<file path="src/rtl/ifetch_queue_if.sv">
// Bundle of the fetch queue's memory, redirect and decode-side signals.
// Handshake: an entry moves to decode in every cycle where out_valid and
// out_ready are both high at the rising clock edge; out_valid never depends
// on out_ready, and the entry stays stable until it is taken or flushed.
interface ifetch_queue_if #(
    parameter int DEPTH = 4
);
    localparam int CW = $clog2(DEPTH) + 1;

    logic [31:0]   imem_addr;
    logic          imem_rd;
    logic [31:0]   imem_rdata;
    logic          redirect;
    logic [31:0]   redirect_pc;
    logic          out_valid;
    logic          out_ready;
    logic [31:0]   out_instr;
    logic [31:0]   out_pc;
    logic [CW-1:0] count;

    // Fetch queue side
    modport master (
        output imem_addr, imem_rd, out_valid, out_instr, out_pc, count,
        input  imem_rdata, redirect, redirect_pc, out_ready
    );

    // Memory / decode / branch-unit side
    modport slave (
        input  imem_addr, imem_rd, out_valid, out_instr, out_pc, count,
        output imem_rdata, redirect, redirect_pc, out_ready
    );
endinterface

</file>
<file path="src/rtl/ifetch_queue.sv">
// Instruction fetch front end: sequential PC generation, one outstanding
// request to a synchronous instruction memory, and a small FIFO of
// {pc, instr} entries handed to decode. A redirect flushes everything and
// restarts fetch at the target.
module ifetch_queue #(
    parameter int          DEPTH    = 4,
    parameter logic [31:0] RESET_PC = 32'h0000_0000
) (
    input  logic          clk,
    input  logic          rst,
    ifetch_queue_if.master bus
);
    localparam int AW = $clog2(DEPTH);

    logic [31:0]   fetch_pc;
    logic          inflight;
    logic [31:0]   inflight_pc;
    logic [AW-1:0] rd_ptr;
    logic [AW-1:0] wr_ptr;
    logic [AW:0]   count_q;
    logic [31:0]   mem_instr [DEPTH];
    logic [31:0]   mem_pc    [DEPTH];

    logic [AW+1:0] occupancy;
    logic          issue;
    logic          push;
    logic          pop;
    logic [31:0]   target_pc;

    // Issue only when the outstanding response is guaranteed a free slot,
    // so a returning word can never be dropped for lack of space.
    always_comb begin
        occupancy = {1'b0, count_q} + {{(AW + 1){1'b0}}, inflight};
        issue     = rst & ~bus.redirect & (occupancy < (AW + 2)'(DEPTH));
        push      = inflight & ~bus.redirect;
        pop       = (count_q != '0) & bus.out_ready & ~bus.redirect;
        target_pc = bus.redirect_pc & 32'hFFFF_FFFC;
    end

    // Drive memory request and decode-side outputs straight from state.
    always_comb begin
        bus.imem_rd   = issue;
        bus.imem_addr = fetch_pc;
        bus.out_valid = (count_q != '0);
        bus.out_instr = mem_instr[rd_ptr];
        bus.out_pc    = mem_pc[rd_ptr];
        bus.count     = count_q;
    end

    // PC generation and the single outstanding-request tracker.
    always_ff @(posedge clk or negedge rst) begin
        if (!rst) begin
            fetch_pc    <= RESET_PC;
            inflight    <= 1'b0;
            inflight_pc <= '0;
        end else if (bus.redirect) begin
            fetch_pc <= target_pc;
            inflight <= 1'b0;
        end else begin
            inflight <= issue;
            if (issue) begin
                fetch_pc    <= fetch_pc + 32'd4;
                inflight_pc <= fetch_pc;
            end
        end
    end

    // FIFO pointers and occupancy; a redirect empties the queue outright.
    always_ff @(posedge clk or negedge rst) begin
        if (!rst) begin
            rd_ptr  <= '0;
            wr_ptr  <= '0;
            count_q <= '0;
        end else if (bus.redirect) begin
            rd_ptr  <= wr_ptr;
            count_q <= '0;
        end else begin
            if (push) begin
                wr_ptr <= wr_ptr + AW'(1);
            end
            if (pop) begin
                rd_ptr <= rd_ptr + AW'(1);
            end
            case ({push, pop})
                2'b10:   count_q <= count_q + (AW + 1)'(1);
                2'b01:   count_q <= count_q - (AW + 1)'(1);
                default: count_q <= count_q;
            endcase
        end
    end

    // FIFO storage; cleared on reset so the head reads as zero when idle.
    always_ff @(posedge clk or negedge rst) begin
        if (!rst) begin
            for (int i = 0; i < DEPTH; i++) begin
                mem_instr[i] <= '0;
                mem_pc[i]    <= '0;
            end
        end else if (push) begin
            mem_instr[wr_ptr] <= bus.imem_rdata;
            mem_pc[wr_ptr]    <= inflight_pc;
        end
    end
endmodule

</file>
<file path="src/flat_wrapper.sv">
// flat-port wrapper written by rule: the top's interface ports become plain ports
module ifetch_queue_flat 
#(
    parameter int          DEPTH    = 4,
    parameter logic [31:0] RESET_PC = 32'h0000_0000
)
  (clk, rst, bus_imem_addr, bus_imem_rd, bus_out_valid, bus_out_instr, bus_out_pc, bus_count, bus_imem_rdata, bus_redirect, bus_redirect_pc, bus_out_ready);
  ifetch_queue_if #(.DEPTH(DEPTH)) bus_i ();
  input  logic clk;
  input  logic rst;
  output wire logic [$bits(bus_i.imem_addr)-1:0] bus_imem_addr;
  output wire logic [$bits(bus_i.imem_rd)-1:0] bus_imem_rd;
  output wire logic [$bits(bus_i.out_valid)-1:0] bus_out_valid;
  output wire logic [$bits(bus_i.out_instr)-1:0] bus_out_instr;
  output wire logic [$bits(bus_i.out_pc)-1:0] bus_out_pc;
  output wire logic [$bits(bus_i.count)-1:0] bus_count;
  input wire logic [$bits(bus_i.imem_rdata)-1:0] bus_imem_rdata;
  input wire logic [$bits(bus_i.redirect)-1:0] bus_redirect;
  input wire logic [$bits(bus_i.redirect_pc)-1:0] bus_redirect_pc;
  input wire logic [$bits(bus_i.out_ready)-1:0] bus_out_ready;
  assign bus_imem_addr = bus_i.imem_addr;
  assign bus_imem_rd = bus_i.imem_rd;
  assign bus_out_valid = bus_i.out_valid;
  assign bus_out_instr = bus_i.out_instr;
  assign bus_out_pc = bus_i.out_pc;
  assign bus_count = bus_i.count;
  assign bus_i.imem_rdata = bus_imem_rdata;
  assign bus_i.redirect = bus_redirect;
  assign bus_i.redirect_pc = bus_redirect_pc;
  assign bus_i.out_ready = bus_out_ready;
  ifetch_queue #(.DEPTH(DEPTH), .RESET_PC(RESET_PC)) u_core (.clk(clk), .rst(rst), .bus(bus_i));
endmodule
</file>
<file path="config.mk">
export PLATFORM = sky130hd
export DESIGN_NAME = ifetch_queue_flat
export DESIGN_NICKNAME = d
export VERILOG_FILES = /design/src/rtl/ifetch_queue_if.sv /design/src/rtl/ifetch_queue.sv /design/src/flat_wrapper.sv
export SDC_FILE = /design/constraint.sdc
export NUM_CORES = 1
export LEC_CHECK = 0
export ABC_AREA = 1
export CORE_MARGIN = 3
export CORE_UTILIZATION = 35
export DETAILED_ROUTE_END_ITERATION = 6
export GPL_TIMING_DRIVEN = 0
export HOLD_SLACK_MARGIN = 0.03
export PLACE_DENSITY = 0.65
export SYNTH_ARGS = -nofsm -noshare
export SYNTH_HDL_FRONTEND = slang
export SYNTH_SLANG_ARGS = --single-unit
</file>
<file path="constraint.sdc">
create_clock -name clk -period 2 [get_ports clk]
set_input_delay 0.4 -clock clk [delete_from_list [all_inputs] [get_ports clk]]
set_output_delay 0.4 -clock clk [all_outputs]
set_load 0.05 [all_outputs]
</file>
==> metrics.csv <==
metric,value,unit
period_needed,2424,ps
slew_headroom,46.24,%
start_util,35.64,%
r2r-start,u_core.wr_ptr[0],
viasPerCell,5.232,
firstDrtPassIters,5,
r2r_setup_slack,150,ps
vias,12938,
numClockSinks,316,
drive_above_1_share,20.17,%
clk_pin_slew,60,ps
worst_pin_slew,806.5,ps
cts_buffer_depth,3,
grt_usage,20.43,%
drc,0,
totalWireLength,45.30,mm
synth_edf_count,0,
final.period_utilization,121.2,%
num_antenna_cells,0,
crit_chain,"buf_6, clkinvlp_4, buf_6, buf_12, buf_12, nor2_2, o22ai_2, buf_6",
htree_levels,2,
powerDensity,1916,mW/mm2
r2r-end,u_core.mem_instr[108],
reg2regPathDepth,7,
wl_met2,21.04,mm
synth_top_area_share,55.58,%
skew,6.457,ps
grt_pass1_wl,71.48,mm
wl_per_cell,18.32,um
grt-ovfl-total,0,
drtIter0Drc,1115,
yosysSeqAreaShare,55.58,%
finalSetupViolCount,62,
final_cell_area,0.01915,mm2
wl_met1,19.54,mm
synth.largest_area_cell,dfrtp_1,
path_class,flip-flop to output port,
ys_top_cells_by_area,"dfrtp_1 56%, nand2_1 10%, o21ai_0 7.5%",
synth_cell_types,32,
area_growth,34.64,%
synth-main-ff-cell,dfrtp_1,
min_path_type,primary input to asynchronous set/reset pin,
cp_num_buf_inv,6,
max_freq,412.5,MHz
ir_drop,0.0009405,V
rsz0062_at_grt,true,
place_congestion,0.8551,
cpMostUsedCell,buf_6,
rows,73,
netlist_instances,1700,
clock_latency,500,ps
slowest_stage,dfrtp_1,
grt_pass1_vias,12901,
syn_area,0.01423,mm2
met3_length,3.515,mm
crit_fanout,5,
clock-root-buffer,clkbuf_16,
portBuffers,161,
slowest_delay,380,ps
cts_tree,yes,
core-area,0.03991,mm2
grt_antenna_before_repair,0,
cellLeakagePower,8.834,nW
synth_seq_cells,316,
setup_slack,-424.2,ps
route.top_layer_used,met4,
slew_violations,0,
arrival,2020,ps
async_flop_share,100.0,%
worstPathRequired,1600,ps
violations,"negative hold slack, negative setup slack",
final_cells,2473,
drv_cap,0,
ios,169,
dieArea,0.04310,mm2
dpl-instance-area,0.01696,mm2
cp_top_family,buffers and inverters,
cp-end-kind,output port,
hold_viol,115,
fin_nets,1999,
dpl.hpwl,30.19,mm
hold_slack,-113.2,ps
ant_nets,0,
startpoint_type,flip-flop,
dp_cells,2391,
yosys_warnings,0,
fp.dieH,207.6,um
grt_max_degree,118,
syn_area_per_cell,8.368,um2
cp.depth,8,
numCtsBuffers,35,
die_w,207.6,um
outcome,finished with violations,
worst register-to-register path, delay by kind of cell, from the launching register on:
family                   cells  cell delay (ps)
AO/OA/AOI/OAI                1               90
adder cells (fa/ha/maj)      1              210
buffers and inverters        3              740
flip-flops                   1              430
AND/OR/NAND/NOR              2              300
repair_timing:
action                                  CTS  global route
endpoints found under the setup margin   98            67
resized for setup                       641           137
pin swaps                                32            36
setup buffers                            12             6
hold endpoints to repair                115           115
cloned                                    4             4
final cells by class:
class	count	area (um2)
fillers	3802	20760
plain buffers	108	762.0
repair inverters	1	7.507
multi-input cells	1153	6162
flip-flops and latches	316	7911
well taps	525	656.9
inverters	122	465.4
clock inverters	5	50.05
repair buffers	188	2044
clock buffers	55	1094
where the power goes:
part	switching, mW	internal, mW
Sequential	1.74	9.05
Combinational	12.3	7.21
Clock	2.54	3.87
worst max-delay path by stage:
stage | startpoint | end | slack [ps]
after floorplan | u_core.bus.count[1] | u_core.bus.count[2] | -110
after global placement | rst | u_core.bus.count[0] | -14410
after detailed placement | rst | bus_imem_rd | -1130
after CTS | u_core.rd_ptr[1] | bus_out_pc[15] | -430
after global routing | u_core.rd_ptr[0] | bus_out_pc[15] | -460
final | u_core.rd_ptr[0] | bus_out_pc[22] | -420
placed cells by master (no fill, tap or decap), types with 32 or more instances in the layout:
cell | netlist | final
buf_2 | 45 | 40
buf_6 | 2 | 69
clkbuf_1 | 57 | 35
clkbuf_16 | 0 | 42
clkdlybuf4s50_1 | 0 | 63
dfrtp_1 | 316 | 313
dlygate4sd2_1 | 0 | 32
inv_1 | 120 | 118
nand2_1 | 384 | 383
nand3_1 | 45 | 43
nor2_1 | 168 | 101
nor2_2 | 4 | 44
o21ai_0 | 213 | 147
o21ai_1 | 204 | 259
o22ai_2 | 0 | 54
registers in the layout (all words and copies together), names as in the netlist:
signal / flops
u_core.wr_ptr: 2
u_core.inflight: 1
u_core.mem_instr: 128
u_core.bus.imem_addr: 30
u_core.mem_pc: 120
u_core.rd_ptr: 2
u_core.inflight_pc: 30
u_core.bus.count: 3
routing by layer:
| metal | GRT usage [%] | vias up |
|---|---|---|
| met4 | 6.603 | 0 |
| met2 | 32.81 | 482 |
| met3 | 4.428 | 70 |
| met1 | 27.74 | 6310 |
| li1 | - | 6076 |
| met5 | 0 | - |
Yosys cell counts, types with 5 or more instances:
| cell type | count |
|---|---|
| nand3b_1 | 7 |
| o21ai_1 | 204 |
| nand3_1 | 45 |
| xor2_1 | 5 |
| nand2_2 | 5 |
| nor2_1 | 168 |
| ha_1 | 5 |
| a21oi_1 | 11 |
| dfrtp_1 | 316 |
| nand4_1 | 12 |
| o22ai_1 | 62 |
| o21ai_0 | 213 |
| buf_2 | 45 |
| clkbuf_1 | 57 |
| nand2_1 | 384 |
| buf_4 | 8 |
| inv_1 | 120 |
| o21bai_1 | 6 |
cells by family (layout without fill, tap and decap cells):
kind of cell | after synthesis | count (layout) | synth area share, %
and+or+nand+nor | 634 | 634 | 18.06
adders and majority gates | 6 | 6 | 0.5805
other | 1 | 4 | 0.02636
xor gates and xnor gates | 6 | 6 | 0.3694
DFF | 316 | 316 | 55.58
AOI/OAI and AO/OA | 503 | 503 | 18.50
buffers and inverters | 234 | 479 | 6.887
through the flow:
stage                     hold slack (ps)  power (mW)  util, %  setup TNS (ps)  setup slack [ps]
after floorplan                     104.4       21.76        -          -105.8            -105.8
after global placement              461.0       27.11    42.34        -4951910            -14410
after detailed placement            468.4       27.41    42.49          -72110             -1134
after CTS                          -87.47       35.58    46.79          -22930            -433.8
after global routing               -79.69       38.79    47.99          -25300            -458.2
final                              -113.2       36.70    47.99          -22130            -424.2
No activity file was read; power rests on OpenSTA's default activity.
